## config.mk

```make
export PLATFORM = sky130hd
export DESIGN_NAME = dmem_arbiter
export DESIGN_NICKNAME = d
export VERILOG_FILES = /design/src/rtl/dmem_arbiter.sv
export SDC_FILE = /design/constraint.sdc
export NUM_CORES = 1
export LEC_CHECK = 0
export BUFFER_PORTS_ARGS = -buffer_cell sky130_fd_sc_hd__buf_2
export CORE_ASPECT_RATIO = 2
export CORE_UTILIZATION = 49
export CTS_BUF_LIST = sky130_fd_sc_hd__clkbuf_8 sky130_fd_sc_hd__clkbuf_16
export DETAILED_ROUTE_END_ITERATION = 8
export PLACE_DENSITY = 0.81
export SETUP_SLACK_MARGIN = 0.1
export SLEW_MARGIN = 30
export SYNTH_ARGS = -nofsm -noshare
export SYNTH_HDL_FRONTEND = slang
export SYNTH_SLANG_ARGS = --single-unit
```

## constraint.sdc

```tcl
create_clock -name clk -period 2.3 [get_ports clk]
set_input_delay 0.69 -clock clk [delete_from_list [all_inputs] [get_ports clk]]
set_output_delay 0.69 -clock clk [all_outputs]
set_load 0.03 [all_outputs]
```

## src/rtl/dmem_arbiter.sv

```systemverilog
// rtl/dmem_arbiter.sv - round-robin arbiter and 16/32-bit access sequencer for the data memory port
module dmem_arbiter #(
    parameter int WORD_LENGTH   = 16,
    parameter int ADDRESS_SPACE = 12
) (
    input  logic                       clk,
    input  logic                       reset,
    input  logic                       req_0,
    input  logic [ADDRESS_SPACE-1:0]   addr_0,
    input  logic [2*WORD_LENGTH-1:0]   wdata_0,
    input  logic                       we_0,
    input  logic                       dw_0,
    output logic                       done_0,
    input  logic                       req_1,
    input  logic [ADDRESS_SPACE-1:0]   addr_1,
    input  logic [2*WORD_LENGTH-1:0]   wdata_1,
    input  logic                       we_1,
    input  logic                       dw_1,
    output logic                       done_1,
    output logic [2*WORD_LENGTH-1:0]   rdata,
    output logic [ADDRESS_SPACE-1:0]   MAR,
    output logic [WORD_LENGTH-1:0]     MDR_in,
    output logic                       mem,
    output logic                       rw,
    input  logic [WORD_LENGTH-1:0]     MDR_out,
    output logic                       busy
);

    localparam int DW = 2 * WORD_LENGTH;

    typedef enum logic [1:0] {IDLE, ACC0, ACC1, FIN} state_t;

    state_t                     state;
    logic                       grant;
    logic                       last_grant;
    logic [ADDRESS_SPACE-1:0]   addr_q;
    logic [WORD_LENGTH-1:0]     wdata_hi_q;
    logic                       we_q;
    logic                       dw_q;
    logic [WORD_LENGTH-1:0]     lo_q;

    logic                       pick;
    logic [ADDRESS_SPACE-1:0]   sel_addr;
    logic [DW-1:0]              sel_wdata;
    logic                       sel_we;
    logic                       sel_dw;
    logic [DW-1:0]              rdata_fin;

    // On a tie the requester not served last time wins; otherwise whoever is asking.
    always_comb begin
        pick      = (req_0 && req_1) ? ~last_grant : req_1;
        sel_addr  = pick ? addr_1  : addr_0;
        sel_wdata = pick ? wdata_1 : wdata_0;
        sel_we    = pick ? we_1    : we_0;
        sel_dw    = pick ? dw_1    : dw_0;
        rdata_fin = dw_q ? {MDR_out, lo_q} : {{WORD_LENGTH{1'b0}}, MDR_out};
    end

    // The final word arrives from memory during FIN itself, so it is passed straight through.
    assign rdata = (state == FIN && !we_q) ? rdata_fin : '0;

    always_ff @(posedge clk or negedge reset) begin
        if (!reset) begin
            state      <= IDLE;
            grant      <= 1'b0;
            last_grant <= 1'b1;
            addr_q     <= '0;
            wdata_hi_q <= '0;
            we_q       <= 1'b0;
            dw_q       <= 1'b0;
            lo_q       <= '0;
            MAR        <= '0;
            MDR_in     <= '0;
            mem        <= 1'b0;
            rw         <= 1'b1;
            done_0     <= 1'b0;
            done_1     <= 1'b0;
            busy       <= 1'b0;
        end else begin
            case (state)
                IDLE: begin
                    if (req_0 || req_1) begin
                        grant      <= pick;
                        addr_q     <= sel_addr;
                        wdata_hi_q <= sel_wdata[DW-1:WORD_LENGTH];
                        we_q       <= sel_we;
                        dw_q       <= sel_dw;
                        state      <= ACC0;
                        busy       <= 1'b1;
                        mem        <= 1'b1;
                        MAR        <= sel_addr;
                        rw         <= ~sel_we;
                        MDR_in     <= sel_wdata[WORD_LENGTH-1:0];
                    end
                end
                ACC0: begin
                    if (dw_q) begin
                        state  <= ACC1;
                        MAR    <= addr_q + ADDRESS_SPACE'(1);
                        MDR_in <= wdata_hi_q;
                    end else begin
                        state  <= FIN;
                        mem    <= 1'b0;
                        MAR    <= '0;
                        MDR_in <= '0;
                        rw     <= 1'b1;
                        done_0 <= ~grant;
                        done_1 <= grant;
                    end
                end
                ACC1: begin
                    if (!we_q) begin
                        lo_q <= MDR_out;
                    end
                    state  <= FIN;
                    mem    <= 1'b0;
                    MAR    <= '0;
                    MDR_in <= '0;
                    rw     <= 1'b1;
                    done_0 <= ~grant;
                    done_1 <= grant;
                end
                default: begin
                    state      <= IDLE;
                    busy       <= 1'b0;
                    done_0     <= 1'b0;
                    done_1     <= 1'b0;
                    last_grant <= grant;
                end
            endcase
        end
    end

endmodule

```

==> results_dict.tcl <==
set metrics [dict create \
    status "finished clean" \
    wl_per_cell_um 15.94 \
    syn-num-nets 554 \
    synth_seq_cells 83 \
    grt_max_degree 44 \
    cts_buffer_depth 2 \
    port_buffers 176 \
    overflow 0 \
    p_int_w 0.004789 \
    wirelength_mm 11.38 \
    critPathLaunchType "flip-flop" \
    synth_cells 436 \
    path_cells "ha_4 -> nor2b_4 -> buf_6 -> and3_1 -> buf_6" \
    die_h_um 136.7 \
    worst_pin_slew_ps 557.4 \
    power_w 0.008349 \
    ir_drop_uv 881.8 \
    finalCriticalPeriod_ps 2228 \
    pwr-share-comb_pct 51.6 \
    grt_usage_pct 24.80 \
    die_w_um 69.36 \
    via_per_inst 5.500 \
    dr.pass1.iters 4 \
    ys_warn_count 0 \
    io_pins 177 \
    max_freq_mhz 448.9 \
    grt_pass1_vias 3929 \
    crit_top_cell "buf_6" \
    leakagePower_nw 2.997 \
    synth_flop_cell "dfrtp_1" \
    r2r-start "state[1]" \
    cts_hold_buf 0 \
    hold_viol 0 \
    final.setup_skew_ps 6.178 \
    dp_hpwl_mm 8.207 \
    swShare_pct 42.64 \
    ant_nets 0 \
    cts.sinks 83 \
    cts-buffers-inserted 9 \
    place_area_um2 5448 \
    postSynthAreaPerCell_um2 10.20 \
    gp_congestion 0.7835 \
    core-area_um2 8708 \
    rows 48 \
    netlist_top_cells_count "81 x dfrtp_1, 63 x mux2i_1, 57 x nand2_1" \
    critPathMaxFanout 8 \
    area_delta_synth_final_pct 33.65 \
    post-route-period-util_pct 96.85 \
    cts_tree "done" \
    dieArea_um2 9483 \
    p_sw_w 0.003560 \
    start_util_pct 51.06 \
    cp_top_family "flip-flops" \
    p_per_area_nw_per_um2 1405 \
    synthTopCellsByArea "dfrtp_1 46%, mux2i_1 14%, o21ai_0 5.9%" \
    clockRootBuffer "clkbuf_16" \
    setup_tns_ps 0 \
    rsz0062_at_grt "true" \
    worstRegToRegCells 7 \
    antenna_found_initial 0 \
    n_fill_cell 674 \
    ys_seq_area_share_pct 46.76 \
    yosysMostFrequentCell "dfrtp_1" \
    synth_edf_count 0 \
    setup_violations 0 \
    diodes 0 \
    place_ws_ps 255.0 \
    clkLatencyLatePin_ps 340 \
    fin_ws_ps 72.49 \
    synth_top_cell_by_area "dfrtp_1" \
    drc 0 \
    async_flop_share_pct 100.0 \
    grt_pass1_wl_mm 18.62 \
    max-slew-margin-rel_pct 62.84 \
    worst-path-buf-inv 2 \
    layout-drive-gt1-share_pct 39.74 \
    drv_cap 0 \
    r2r_end "MDR_in[1]" \
    clkPwrFrac_pct 16.6 \
    design_area_um2 5943 \
    min_path_type "primary input to asynchronous set/reset pin" \
    end_kind "primary output" \
    htree_levels 3 \
    maxSlewViolCount 0 \
    drt_iter0_markers 243 \
    mappedNetlistArea_um2 4447 \
    clkSlewWorstSetupHoldPaths_ps 60 \
    seqPwrFrac_pct 31.8 \
    slowest_delay_ps 400 \
    crit_arrival_ps 1540 \
    regToRegSetupSlack_ps 250 \
    fin_nets 728 \
    cp_slowest_cell "dfrtp_1" \
    vias 3927 \
    ys_types 40 \
    crit_type "flip-flop to primary output" \
    synth_top_area_share_pct 45.58 \
    crit_required_ps 1610 \
]
==> cells in the final DEF, fill, tap and decap left out, drive strengths merged, types with 2 or more instances in the layout <==
cell type	instances
o21ai	58
o21a	6
or3	2
clkbuf	9
clkinvlp	2
mux2	17
nand2b	4
o221ai	7
clkinv	2
dfstp	2
inv	9
mux2i	63
nand3	6
nor2	21
xnor2	5
buf	195
a21oi	10
dfrtp	81
nor3	3
and3	17
ha	6
o22a	4
a2bb2oi	17
nand2	57
==> flip-flops by register name (all words and copies together) (netlist names) <==
register	count
rw	1
done_0	1
lo_q	16
state	2
dw_q	1
addr_q	12
done_1	1
mem	1
we_q	1
wdata_hi_q	16
grant	1
last_grant	1
busy	1
MAR	12
MDR_in	16
==> metal layers <==
metal,GRT usage (%),wire [um],part of all wire [%],vias up
li1,-,-,-,1898
met1,27.19,4162,37,1850
met2,45.90,6395,56,155
met3,4.786,541,4.8,24
met4,10.66,284,2.5,0
met5,0,0,0,-
==> power by group through the flow <==
stage	clock (W)	sequential (W)	combinational (W)
2_1_floorplan	0	0.00305	0.00265
4_1_cts	0.00141	0.00265	0.00426
5_1_grt	0.00148	0.00274	0.00471
3_3_place_gp	0	0.00263	0.00398
3_5_place_dp	0	0.00266	0.00411
6_report	0.00138	0.00266	0.00431
==> stage by stage <==
step	hold slack, ps	instances	utilization (%)
after detailed placement	469.6	695	62.56
after CTS	359.5	714	67.67
final	338.2	714	68.25
after floorplan	394.4	436	-
after global routing	379.9	714	68.25
after global placement	460.5	695	62.56
==> area by class of cell <==
class	instances	area [um^2]	share of cell area [%]
flip-flops and latches	83	2079	34.99
well taps	100	125.1	2.105
clock inverters	6	58.81	0.9895
clock buffers	9	225.2	3.789
multi-input cells	313	2232	37.56
inverters	8	30.03	0.5053
repair buffers	195	1192	20.06
==> worst max path at each step <==
stage              from  cells after the start        end
2_1_floorplan  state[0]                      5  rdata[10]
3_3_place_gp   state[0]                      5  rdata[19]
3_5_place_dp   state[0]                      5  rdata[21]
4_1_cts        state[1]                      5  rdata[21]
5_1_grt        state[1]                      5  rdata[26]
6_report       state[1]                      5  rdata[23]
==> repair_timing <==
item | in CTS | in global routing
endpoints found under the setup margin | 32 | 38
gates resized for setup | 41 | 14
gates cloned | 1 | 0
pin swaps | 1 | 4
buffers inserted | 3 | 0
==> cells by family (layout without fill, tap and decap cells) <==
kind of cell / count (synthesis) / after routing / synth area share [%]
flip-flops: 83 / 83 / 46.76
AO/OA/AOI/OAI: 106 / 106 / 15.19
adder cells (fa/ha/maj): 6 / 6 / 1.688
multiplexers: 80 / 80 / 18.49
buffers and inverters: 40 / 218 / 4.642
AND/OR/NAND/NOR: 115 / 115 / 12.04
XOR/XNOR: 6 / 6 / 1.182
==> worst reg2reg max path: cells and delay by family, from the launching register on <==
kind	cells	cell delay [ps]
compound gates	2	250
fa+ha+maj	1	320
buf+inv	3	530
flops	1	420
simple gates	1	460
No activity file was read; power rests on OpenSTA's default activity.
